$ cat src/rtl/if_id_hazard_stage.sv
// IF/ID pipeline register with load-use hazard detection, stall sequencing,
// branch flush and a saturating stall-cycle counter.
module if_id_hazard_stage #(
    parameter int LOAD_STALL_CYCLES = 1,
    parameter int CNT_W             = 16
) (
    input  logic             Clk,
    input  logic             Reset_n,
    input  logic [31:0]      PC_Plus_4_IF,
    input  logic [31:0]      Instruction_IF,
    input  logic             MemRead_EX,
    input  logic [31:0]      Instruction_EX,
    input  logic             Branch_Taken_MEM,
    output logic [31:0]      PC_Plus_4_ID,
    output logic [31:0]      Instruction_ID,
    output logic             Valid_ID,
    output logic             PC_Write,
    output logic             Bubble_ID,
    output logic [CNT_W-1:0] Stall_Count
);

    typedef enum logic {RUN, STALL} state_t;

    localparam logic [2:0] STALL_INIT = 3'(LOAD_STALL_CYCLES - 1);

    state_t     state;
    logic [2:0] stall_left;
    logic [4:0] rt_ex;
    logic [4:0] rs_id;
    logic [4:0] rt_id;
    logic       hazard;
    logic       stall_cycle;
    logic       unused_ex_bits;

    function automatic logic [CNT_W-1:0] sat_inc(input logic [CNT_W-1:0] v);
        return (&v) ? v : v + CNT_W'(1);
    endfunction

    assign rt_ex          = Instruction_EX[20:16];
    assign rs_id          = Instruction_ID[25:21];
    assign rt_id          = Instruction_ID[20:16];
    assign unused_ex_bits = ^{Instruction_EX[31:21], Instruction_EX[15:0]};

    assign hazard      = Valid_ID & MemRead_EX & (rt_ex != 5'd0) &
                         ((rt_ex == rs_id) | (rt_ex == rt_id));
    assign stall_cycle = ((state == RUN) & hazard) | (state == STALL);
    // A taken branch restarts fetch, so the PC must move even mid-stall.
    assign PC_Write    = ~stall_cycle | Branch_Taken_MEM;
    assign Bubble_ID   = stall_cycle | ~Valid_ID;

    always_ff @(posedge Clk or negedge Reset_n) begin
        if (!Reset_n) begin
            state          <= RUN;
            stall_left     <= 3'd0;
            PC_Plus_4_ID   <= 32'd0;
            Instruction_ID <= 32'd0;
            Valid_ID       <= 1'b0;
            Stall_Count    <= '0;
        end else begin
            if (!PC_Write)
                Stall_Count <= sat_inc(Stall_Count);

            if (Branch_Taken_MEM) begin
                state          <= RUN;
                stall_left     <= 3'd0;
                PC_Plus_4_ID   <= 32'd0;
                Instruction_ID <= 32'd0;
                Valid_ID       <= 1'b0;
            end else begin
                case (state)
                    RUN: begin
                        if (hazard) begin
                            // A single-cycle stall is fully covered by the detecting cycle.
                            if (LOAD_STALL_CYCLES > 1) begin
                                state      <= STALL;
                                stall_left <= STALL_INIT;
                            end
                        end else begin
                            PC_Plus_4_ID   <= PC_Plus_4_IF;
                            Instruction_ID <= Instruction_IF;
                            Valid_ID       <= 1'b1;
                        end
                    end
                    STALL: begin
                        if (stall_left <= 3'd1) begin
                            state      <= RUN;
                            stall_left <= 3'd0;
                        end else begin
                            stall_left <= stall_left - 3'd1;
                        end
                    end
                    default: begin
                        state      <= RUN;
                        stall_left <= 3'd0;
                    end
                endcase
            end
        end
    end

endmodule

$ cat config.mk
export PLATFORM = sky130hd
export DESIGN_NAME = if_id_hazard_stage
export DESIGN_NICKNAME = d
export VERILOG_FILES = /design/src/rtl/if_id_hazard_stage.sv
export SDC_FILE = /design/constraint.sdc
export NUM_CORES = 1
export LEC_CHECK = 0
export ABC_AREA = 1
export CORE_UTILIZATION = 45
export DETAILED_ROUTE_END_ITERATION = 16
export DONT_BUFFER_PORTS = 1
export PLACE_DENSITY = 0.71
export SKIP_LAST_GASP = 1
export SLEW_MARGIN = 15
export SYNTH_ARGS = -nofsm -noshare
export SYNTH_HDL_FRONTEND = slang
export SYNTH_SLANG_ARGS = --single-unit
$ cat constraint.sdc
create_clock -name Clk -period 1.6 [get_ports Clk]
set_input_delay 0.32 -clock Clk [delete_from_list [all_inputs] [get_ports Clk]]
set_output_delay 0.32 -clock Clk [all_outputs]
set_load 0.005 [all_outputs]
# After elaboration in Yosys (flattened, before gate mapping)
# Index checks and enable logic that the tools add are counted.
[op_classes]
addsub = 2
n_mul = 0
div_mod_pow = 0
magnitude_cmp = 1
n_eq_ne = 4
shift = 0
muxes = 15
bitwise = 13
reduce_logical = 5
[op_table]
columns = ["cell", "n"]
rows = [
  ["$mux 32", 6],
  ["$add 16x1->16 const B", 1],
  ["$reduce_and 16->1", 1],
  ["$eq 5x5->1", 2],
  ["$mux 3", 3],
  ["$mux 1", 6],
  ["$not 1->1", 5],
  ["$reduce_bool 5->1", 1],
  ["$and 1x1->1", 4],
  ["$ne 2x2->1 const B", 2],
  ["$or 1x1->1", 4],
  ["$reduce_and 2->1", 2],
  ["$le 3x1->1 const B", 1],
  ["$sub 3x1->3 const B", 1],
  ["$reduce_bool 2->1", 1],
]
[totals]
reg_bits = 85
latch_bits = 0
mem_bits_rw = 0
mem_bits_ro = 0
input_bits = 100
output_inout_bits = 83
memories = 0

# Logic depth before layout (Yosys ltp)
# Gate-level depths: netlist (run 1).
[depth]
ltp_word = 9
ltp_mapped = 12
mapped_depth_nobuf = 11

# Least setup slack after synthesis (run 1)
# Ideal clock, no wire load.
[synth_timing]
path_type = "register to register"
start = "register Stall_Count[0]"
end = "register Stall_Count[9]"
setup_time_ps = 117
arrival_ps = 1425
t_required_ps = 1483
slack_ps = 58
stages_incl_launch_ff = 13
cell_sequence = "dfrtp_1 > ha_1 > nand2_1 > inv_1 > nand2_1 > nor2_2 > nand3_2 > buf_6 > nand2_1 > nor2_1 > nand2_1 > nand2_1 > nand2_1"
[synth_via]
elab_chain_len = 3
elab_cells_between_ends = 4
classes_between = "add/sub (1); bitwise (1); reduce/logical (2)"
[synth_rtl]
columns = ["element", "line", "rtl"]
rows = [
  ["start, declared", "19", "output logic [CNT_W-1:0] Stall_Count"],
  ["start signal, assigned", "61", "Stall_Count <= sat_inc(Stall_Count);"],
  ["parallel branches: the longest is 3 deep, another holds $add 16x1->16", "-", ""],
]
# Several ways; the timed one is not identified.
# A chain may end at the register's enable or synchronous reset.

# Final worst setup path (run 1)
[layout_timing]
start = "register Instruction_ID[16]"
end = "output PC_Write"
[layout_via]
elab_chain_len = 7
[layout_rtl]
columns = ["element", "line", "rtl"]
rows = [
  ["start, declared", "15", "output logic [31:0] Instruction_ID,"],
  ["start signal, assigned", "80", "Instruction_ID <= Instruction_IF;"],
  ["$eq 5x5->1", "45", "((rt_ex == rs_id) | (rt_ex == rt_id));"],
  ["$or 1x1->1", "45", ""],
  ["$and 1x1->1", "44", "assign hazard = Valid_ID & MemRead_EX & (rt_ex != 5'd0) &"],
  ["$and 1x1->1", "46", "assign stall_cycle = ((state == RUN) & hazard) | (state == STALL);"],
  ["$or 1x1->1", "46", ""],
  ["$not 1->1", "48", "assign PC_Write = ~stall_cycle | Branch_Taken_MEM;"],
  ["$or 1x1->1", "48", ""],
  ["end, declared", "17", "output logic PC_Write,"],
]
# Every way passes these cells.

==> results.sh, run 1 <==
export IMPL_violations="hold timing, setup timing"
export IMPL_vdd_drop_max_mv=0.514
export IMPL_yosys_warnings=0
export IMPL_wl_mm=8.61
export IMPL_top_layer_used="met4"
export IMPL_drc_errors=0
export IMPL_layout_setup_ws_ns=-0.150
export IMPL_p_leak_nw=2.45
export IMPL_num_nets_final=619
export IMPL_critPathCaptureType="output port"
export IMPL_slew_headroom_pct=71.5
export IMPL_die_width_um=95.8
export IMPL_synthCells=491
export IMPL_cts_inserted_buffers=9
export IMPL_tightest_slew_ns=0.424
export IMPL_port_buffers=0
export IMPL_met1Wirelength_mm=3.56
export IMPL_synth_seq_area_share_pct=53.7
export IMPL_ant_nets=0
export IMPL_required_ns=1.28
export IMPL_diodes=0
export IMPL_route_met2_wl_mm=4.28
export IMPL_hpwl_mm=5.97
export IMPL_rows=33
export IMPL_grt_first_pass_wirelength_mm=13.5
export IMPL_cts_clk_slew_worst_paths_ns=0.09
export IMPL_cts_tree="yes"
export IMPL_worstSetupPathType="reg -> out"
export IMPL_start_kind="flip-flop"
export IMPL_dpl_cell_count=606
export IMPL_finClkSkew_ns=0.0125
export IMPL_synth_area_leaders="dfrtp_1 54%, nand2_1 19%, nand3_1 11%, inv_1 3.2%, nor2_1 2.2%"
export IMPL_vias=3142
export IMPL_netlist_area_mm2=0.00396
export IMPL_min_period_over_period_pct=109
export IMPL_finalSetupViolCount=58
export IMPL_regToRegStartpoint="Instruction_ID[16]$_DFFE_PN0P_"
export IMPL_drt_first_pass_iters=4
export IMPL_whs_ns=-0.336
export IMPL_max_freq_ghz=0.571
export IMPL_finalSetupTns_ns=-1.57
export IMPL_core_area_mm2=0.00838
export IMPL_cts_buffer_depth=2
export IMPL_die_y_um=95.8
export IMPL_viasPerCell=5.02
export IMPL_start_util_pct=47.2
export IMPL_status="finished with violations"
export IMPL_rsz0062_at_grt="true"
export IMPL_max_cap_violations=0
export IMPL_drive_above_1_share_pct=13.6
export IMPL_dieArea_mm2=0.00917
export IMPL_areaGrowthSynthToFinish_pct=15.5
export IMPL_pre_cts_ws_ns=-0.0355
export IMPL_root_buffer="clkbuf_8"
export IMPL_worstPathArrival_ns=1.43
export IMPL_synth_top_area_share_pct=53.7
export IMPL_fillers=775
export IMPL_routed_wl_met3_um=640
export IMPL_r2r_end="Stall_Count[15]$_DFFE_PN0P_"
export IMPL_htreeDepth=3
export IMPL_hold_path_class="in -> async"
export IMPL_synth_seq_cells=85
export IMPL_syn_nets=594
export IMPL_worstRegToRegCells=12
export IMPL_grt_overflow_total=0
export IMPL_first_iter_violations=74
export IMPL_ff2ff_setup_slack_ns=-0.11
export IMPL_clock_latency_ns=0.35
export IMPL_path_max_fanout=3
export IMPL_grt_pass1_vias=3102
export IMPL_antenna_found_initial=0
export IMPL_final_cells=626
export IMPL_p_per_area_mw_per_mm2=992
export IMPL_maxSlewViolCount=0
export IMPL_min_period_ns=1.75
export IMPL_hold_violations=85
export IMPL_io_pins=183
export IMPL_syn_avg_cell_area_um2=8.06
export IMPL_yosys_area_top_type="dfrtp_1"
export IMPL_wl_per_cell_um=13.8
export IMPL_cts_sinks=85
export IMPL_gp_congestion=0.815
export IMPL_grt_max_degree=86
export IMPL_grt_use_total_pct=19.0
export IMPL_synthDistinctLibCells=25
[where the power goes]
part / total (W) / switching [W] / internal, W / leakage, nW
Clock: 0.00190 / 0.000804 / 0.00110 / 0.125
Combinational: 0.000292 / 0.000159 / 0.000133 / 1.21
Sequential: 0.00234 / 0.0000842 / 0.00225 / 1.12
Total: 0.00453 / 0.00105 / 0.00348 / 2.45
[repair_timing]
item	in CTS	in global routing
pin swaps	3	0
gates resized for setup	5	4
hold endpoints to repair	85	85
setup buffers	3	1
endpoints found under the setup margin	20	82
[synth_stat cells, drive strengths merged]
cell    instances
xnor2           3
nand3          89
xor2            5
nand3b          1
o21ai           2
a21oi           1
nor2           26
nor4            1
o22ai           1
clkbuf          2
dfrtp          85
nor3            2
nand2         208
ha              3
inv            37
buf            22
nand4           3
[layout by cell type (no fill, tap or decap), types with 3 or more instances in the layout]
| cell type | n |
|---|---|
| buf_4 | 32 |
| xnor2_1 | 3 |
| bufinv_16 | 3 |
| dfrtp_1 | 85 |
| nand2_2 | 3 |
| clkbuf_8 | 10 |
| xor2_1 | 5 |
| buf_12 | 4 |
| nand3_1 | 86 |
| nor2_1 | 22 |
| nand2_1 | 202 |
| inv_2 | 3 |
| nand4_1 | 3 |
| inv_1 | 33 |
| ha_1 | 3 |
| nor2_2 | 3 |
[flip-flops by register name (all words and copies together) (netlist names)]
name,count
Instruction_ID,32
PC_Plus_4_ID,32
Stall_Count,16
Valid_ID,1
stall_left,3
state,1
[per-layer routing]
layer  global-route usage [%]  up-vias
met3                     4.98       12
met2                     34.7      113
li1                         -     1587
met5                        0        -
met4                     7.71        0
met1                     20.9     1430
[cell type report]
cell class | count | area, um2 | share of cell area [%]
sequential | 85 | 2130 | 46.5
clock inverter | 6 | 118 | 2.57
inverter | 37 | 141 | 3.09
tap | 105 | 131 | 2.88
multi-input combinational | 345 | 1570 | 34.4
clock buffer | 10 | 138 | 3.01
timing repair buffer | 38 | 343 | 7.50
[worst max-delay path: stages (launching register included)]
cell	delay, ns
dfrtp_1	0.41
nor2_1	0.09
nor2_1	0.05
nor2_1	0.11
nand3_1	0.10
nand2_2	0.11
nand3_4	0.10
nand2_8	0.09
inv_4	0.03
[worst max-delay path by stage]
stage | from | slack, ns | cells after the start | to
6_report | Instruction_ID[16]$_DFFE_PN0P_ | -0.15 | 8 | PC_Write
5_1_grt | Instruction_ID[16]$_DFFE_PN0P_ | -0.28 | 8 | PC_Write
4_1_cts | Instruction_ID[17]$_DFFE_PN0P_ | -0.16 | 8 | PC_Write
3_5_place_dp | Instruction_ID[17]$_DFFE_PN0P_ | -0.04 | 12 | Stall_Count[12]$_DFFE_PN0P_
3_3_place_gp | Instruction_ID[17]$_DFFE_PN0P_ | 0.002 | 11 | Stall_Count[12]$_DFFE_PN0P_
2_1_floorplan | Stall_Count[0]$_DFFE_PN0P_ | 0.06 | 12 | Stall_Count[9]$_DFFE_PN0P_
[metrics by stage]
stage	area, um2	hold slack [ns]	total power [W]	util (%)
2_1_floorplan	3960	0.0244	0.00256	-
3_3_place_gp	4250	0.0265	0.00265	50.6
3_5_place_dp	4250	0.0264	0.00267	50.6
4_1_cts	4550	-0.355	0.00458	54.3
5_1_grt	4570	-0.364	0.00471	54.5
6_report	4570	-0.336	0.00453	54.5
[logic make-up after synthesis]
group | after synthesis | synth area share [%]
compound gates | 4 | 0.537
fa+ha+maj | 3 | 0.949
flops | 85 | 53.7
simple gates | 330 | 35.5
xor+xnor | 8 | 1.77
buf+inv | 61 | 7.52
No activity file was read; power rests on OpenSTA's default activity.
==> inputs of run 2 (changes only) <==
Settings changed: HOLD_SLACK_MARGIN set to 0.1.
==> run 2 against run 1 <==
  * The run still ends with hold timing, setup timing left
  * Clock power about the same
  * Final cell count up 1.3%
  * Register-to-register slack about the same
  * Non-clock buffer count up 8
  * Total power up 0.18%
  * Sequential share of layout area down 0.81 points
  * Fmax up 0.43%
  * Critical path type unchanged
  * Largest cell class unchanged
  * Largest power group unchanged
  * Highest routed layer unchanged
==> results.sh, run 2 (synthesis results as in run 1) <==
export IMPL_die_width_um=95.8
export IMPL_io_pins=183
export IMPL_grt_overflow_total=0
export IMPL_critPathCaptureType="output port"
export IMPL_p_per_area_mw_per_mm2=976
export IMPL_wl_mm=8.68
export IMPL_hpwl_mm=5.97
export IMPL_layout_commonest_cell="nand2_1"
export IMPL_rsz0062_at_grt="true"
export IMPL_finalSetupViolCount=45
export IMPL_cts_tree="yes"
export IMPL_viasPerCell=5.04
export IMPL_finalSetupTns_ns=-1.12
export IMPL_p_leak_nw=2.48
export IMPL_die_y_um=95.8
export IMPL_hold_path_class="in -> async"
export IMPL_cts_clk_slew_worst_paths_ns=0.09
export IMPL_core_area_mm2=0.00838
export IMPL_grt_pass1_vias=3163
export IMPL_start_util_pct=47.2
export IMPL_worstPathArrival_ns=1.42
export IMPL_ant_nets=0
export IMPL_drc_errors=0
export IMPL_final_cells=634
export IMPL_areaGrowthSynthToFinish_pct=17.5
export IMPL_cts_hold_buf=9
export IMPL_clock_latency_ns=0.34
export IMPL_status="finished with violations"
export IMPL_grt_use_total_pct=19.4
export IMPL_required_ns=1.28
export IMPL_num_nets_final=627
export IMPL_htreeDepth=3
export IMPL_vias=3193
export IMPL_min_period_ns=1.74
export IMPL_grt_max_degree=86
export IMPL_max_cap_violations=0
export IMPL_final_cell_mix="202 x nand2_1, 86 x nand3_1, 85 x dfrtp_1"
export IMPL_max_freq_ghz=0.574
export IMPL_path_max_fanout=3
export IMPL_maxSlewViolCount=0
export IMPL_wl_per_cell_um=13.7
export IMPL_antenna_found_initial=0
export IMPL_cts_inserted_buffers=9
export IMPL_final_util_pct=55.5
export IMPL_slew_headroom_pct=71.5
export IMPL_cts_sinks=85
export IMPL_drt_first_pass_iters=4
export IMPL_fillers=766
export IMPL_drive_above_1_share_pct=13.2
export IMPL_pre_cts_ws_ns=-0.0355
export IMPL_cts_buffer_depth=2
export IMPL_tightest_slew_ns=0.424
export IMPL_diodes=0
export IMPL_dieArea_mm2=0.00917
export IMPL_port_buffers=0
export IMPL_gp_congestion=0.815
export IMPL_finClkSkew_ns=0.00937
export IMPL_layout_setup_ws_ns=-0.142
export IMPL_worstSetupPathType="reg -> out"
export IMPL_violations="hold timing, setup timing"
export IMPL_vdd_drop_max_mv=0.509
export IMPL_first_iter_violations=92
export IMPL_hold_violations=85
export IMPL_start_kind="flip-flop"
export IMPL_rows=33
export IMPL_whs_ns=-0.331
export IMPL_dpl_cell_count=606
export IMPL_root_buffer="clkbuf_8"
export IMPL_top_regs="Instruction_ID: 32 flops, PC_Plus_4_ID: 32 flops, Stall_Count: 16 flops"
export IMPL_min_period_over_period_pct=109
export IMPL_grt_first_pass_wirelength_mm=13.8
==> run 2: cell count changes in the layout (fill, tap and decap cells not counted), sizes merged <==
cell | previous run | this run
dlygate4sd3 | 0 | 9
buf | 38 | 37
==> run 2: where the power goes <==
part           internal (W)  switching [W]  total, W
Combinational      0.000146       0.000163  0.000309
Clock               0.00110       0.000796   0.00189
Sequential          0.00225      0.0000846   0.00234
==> run 2: through the flow <==
step / instance area [um2] / total power (W)
after detailed placement: 4250 / 0.00267
after global placement: 4250 / 0.00265
after global routing: 4650 / 0.00473
after floorplan: 3960 / 0.00256
final: 4650 / 0.00454
after CTS: 4640 / 0.00460
==> run 2: path summary, 6_finish.rpt <==
| kind | start | to | slack (ns) | cells past startpoint |
|---|---|---|---|---|
| worst max-delay path | Instruction_ID[16]$_DFFE_PN0P_ | PC_Write | -0.14 | 8 |
| worst min-delay path | Reset_n | Instruction_ID[1]$_DFFE_PN0P_ | -0.33 | 0 |
| worst max register to register | Instruction_ID[16]$_DFFE_PN0P_ | Stall_Count[15]$_DFFE_PN0P_ | -0.10 | 12 |
| worst min register to register | Instruction_ID[14]$_DFFE_PN0P_ | Instruction_ID[14]$_DFFE_PN0P_ | 0.50 | 2 |
| max in group asynchronous | Reset_n | Valid_ID$_DFFE_PN0P_ | 1.77 | 0 |
| min in group Clk | PC_Plus_4_IF[14] | PC_Plus_4_ID[14]$_DFFE_PN0P_ | 0.12 | 2 |
==> run 2: critical path, cell delays in order, from the launching register on <==
cell and delay (ns):
dfrtp_1 0.41, nor2_1 0.09, nor2_1 0.05, nor2_1 0.10, nand3_1 0.10, nand2_2 0.11, nand3_4 0.10, nand2_8 0.09
inv_4 0.03
==> run 2: final cells by class <==
class | count | area (um2) | share of cell area [%]
multi-input combinational | 345 | 1570 | 33.7
inverter | 37 | 141 | 3.04
clock buffer | 10 | 138 | 2.96
sequential | 85 | 2130 | 45.7
timing repair buffer | 46 | 429 | 9.23
tap | 105 | 131 | 2.82
clock inverter | 6 | 118 | 2.53
==> run 2: metal layers <==
layer | share of wire [%] | global-route usage, % | up-vias
li1 | - | - | 1604
met1 | 41 | 21.3 | 1463
met2 | 50 | 36.0 | 119
met3 | 7.6 | 4.98 | 7
met4 | 1.1 | 7.09 | 0
met5 | 0 | 0 | -
==> run 2: timing repair <==
item	CTS	global route
endpoints found under the setup margin	20	82
pin swaps	3	0
resized for setup	5	4
buffers inserted	3	0
hold endpoints to repair	94	85
cloned	0	0
==> inputs of run 3 (changes only) <==
Settings changed: REMOVE_ABC_BUFFERS set to 1.
==> run 3 against run 2 <==
  * Sequential cell count unchanged
  * Clock power fell by 15%
  * Fmax down 0.57%
  * The run still ends with hold timing, setup timing left
  * Die area unchanged
  * Setup slack got worse by 0.010 ns
  * First-iteration DRC count is 16% higher
  * Routed wire length up 25%
  * Combinational power is 34% higher
  * Total power fell by 3.7%
  * Register-to-register slack lost 0.03 ns
  * Sequential share of layout area fell by 5.6 points
==> results.sh, run 3 (synthesis results as in run 1) <==
export IMPL_status="finished with violations"
export IMPL_violations="hold timing, setup timing"
export IMPL_rows=33
export IMPL_wl_per_cell_um=15.8
export IMPL_final_cell_mix="202 x nand2_1, 86 x nand3_1, 85 x dfrtp_1"
export IMPL_multi_input_area_mm2=0.00156
export IMPL_layout_commonest_cell="nand2_1"
export IMPL_grt_overflow_total=0
export IMPL_grt_first_pass_wirelength_mm=15.9
export IMPL_drive_above_1_share_pct=13.6
export IMPL_p_per_area_mw_per_mm2=825
export IMPL_vdd_drop_max_mv=0.483
export IMPL_core_area_mm2=0.00838
export IMPL_cts_hold_buf=53
export IMPL_diodes=0
export IMPL_port_buffers=0
export IMPL_max_cap_violations=0
export IMPL_tightest_slew_ns=0.429
export IMPL_htreeDepth=3
export IMPL_hold_violations=85
export IMPL_slowest_stage="dfrtp_1"
export IMPL_ff2ff_setup_slack_ns=-0.13
export IMPL_postLayoutCellArea_mm2=0.00530
export IMPL_clock_latency_ns=0.35
export IMPL_grt_use_total_pct=22.7
export IMPL_worstSetupPathType="reg -> out"
export IMPL_die_y_um=95.8
export IMPL_cts_sinks=85
export IMPL_slew_headroom_pct=71.2
export IMPL_antenna_found_initial=0
export IMPL_cts_tree="yes"
export IMPL_whs_ns=-0.347
export IMPL_areaGrowthSynthToFinish_pct=33.9
export IMPL_top_regs="Instruction_ID: 32 flops, PC_Plus_4_ID: 32 flops, Stall_Count: 16 flops"
export IMPL_path_max_fanout=3
export IMPL_grt_busiest_layer="met2"
export IMPL_grt_pass1_vias=3408
export IMPL_worst_path_buf_inv=2
export IMPL_drc_errors=0
export IMPL_cts_clk_slew_worst_paths_ns=0.09
export IMPL_cts_inserted_buffers=9
export IMPL_max_stage_delay_ns=0.39
export IMPL_worstPathArrival_ns=1.43
export IMPL_path_delay_family="simple AND/OR/NAND/NOR gates"
export IMPL_grtUsageMet1_pct=26.8
export IMPL_finClkSkew_ns=0.00855
export IMPL_start_util_pct=47.2
export IMPL_dpl_cell_area_mm2=0.00422
export IMPL_pre_cts_ws_ns=-0.000325
export IMPL_dieArea_mm2=0.00917
export IMPL_layout_setup_ws_ns=-0.152
export IMPL_hpwl_mm=6.35
export IMPL_use_met2_pct=39.0
export IMPL_cts_buffer_depth=2
export IMPL_vias=3519
export IMPL_root_buffer="clkbuf_8"
export IMPL_rsz0062_at_grt="true"
export IMPL_final_cells=688
export IMPL_path_cells="inv_1 -> nand2_1 -> nand2_1 -> nor2_1 -> nand3_1 -> nand2_2 -> nand3_2 -> nand2_4 -> inv_1"
export IMPL_hold_path_class="in -> async"
export IMPL_grt_max_degree=86
export IMPL_max_freq_ghz=0.571
export IMPL_critPathCaptureType="output port"
export IMPL_num_nets_final=681
export IMPL_required_ns=1.28
export IMPL_gp_congestion=0.788
export IMPL_final_util_pct=63.2
export IMPL_ant_nets=0
export IMPL_drt_first_pass_iters=4
export IMPL_dpl_cell_count=603
export IMPL_min_period_ns=1.75
export IMPL_regArea_mm2=0.00213
export IMPL_start_kind="flip-flop"
export IMPL_io_pins=183
export IMPL_wl_mm=10.9
export IMPL_fillers=692
export IMPL_p_leak_nw=2.76
export IMPL_finalSetupViolCount=82
export IMPL_min_period_over_period_pct=110
export IMPL_maxSlewViolCount=0
export IMPL_die_width_um=95.8
export IMPL_first_iter_violations=107
export IMPL_use_met3_pct=7.11
export IMPL_viasPerCell=5.11
## run 3: cell count changes in the layout (fill, tap and decap cells not counted), sizes merged
cell	previous run	this run
buf	37	39
bufinv	3	1
clkbuf	10	17
clkinv	0	2
dlygate4sd3	9	53
inv	39	40
## run 3: metal layers
metal	vias up	wire length (um)
met2	133	5390
met5	-	0
met4	0	174
met1	1656	4480
li1	1714	-
met3	16	807
## run 3: path summary, 6_finish.rpt
check	from	end	cells past startpoint
worst max-delay path	Instruction_ID[22]$_DFFE_PN0P_	PC_Write	9
worst min-delay path	Reset_n	Stall_Count[3]$_DFFE_PN0P_	0
worst max register to register	Instruction_ID[22]$_DFFE_PN0P_	Stall_Count[6]$_DFFE_PN0P_	14
worst min register to register	Instruction_ID[15]$_DFFE_PN0P_	Instruction_ID[15]$_DFFE_PN0P_	2
max in group asynchronous	Reset_n	PC_Plus_4_ID[9]$_DFFE_PN0P_	0
min in group Clk	Instruction_IF[23]	Instruction_ID[23]$_DFFE_PN0P_	2
## run 3: stage by stage
step	TNS [ns]	power, W
6_report	-5.47	0.00437
3_5_place_dp	-0.000325	0.00267
3_3_place_gp	0	0.00265
5_1_grt	-16.82	0.00454
2_1_floorplan	-80.02	0.00254
4_1_cts	-2.41	0.00438
## run 3: power breakdown
group          total [W]  switching [W]  internal (W)
Sequential       0.00235      0.0000927       0.00225
Clock            0.00161       0.000864      0.000745
Combinational   0.000415       0.000187      0.000228
## run 3: layout make-up
type | count | area share, %
multi-input combinational | 345 | 29.4
tap | 105 | 2.48
inverter | 37 | 2.62
timing repair buffer | 100 | 21.5
sequential | 85 | 40.1
clock buffer | 9 | 2.34
clock inverter | 7 | 1.51
## run 3: timing repair
action,CTS,global route
endpoints found under the hold margin,138,85
pin swaps,2,0
gates resized for setup,6,8
gates cloned,0,11
setup endpoints to repair,3,82
buffers inserted,2,3
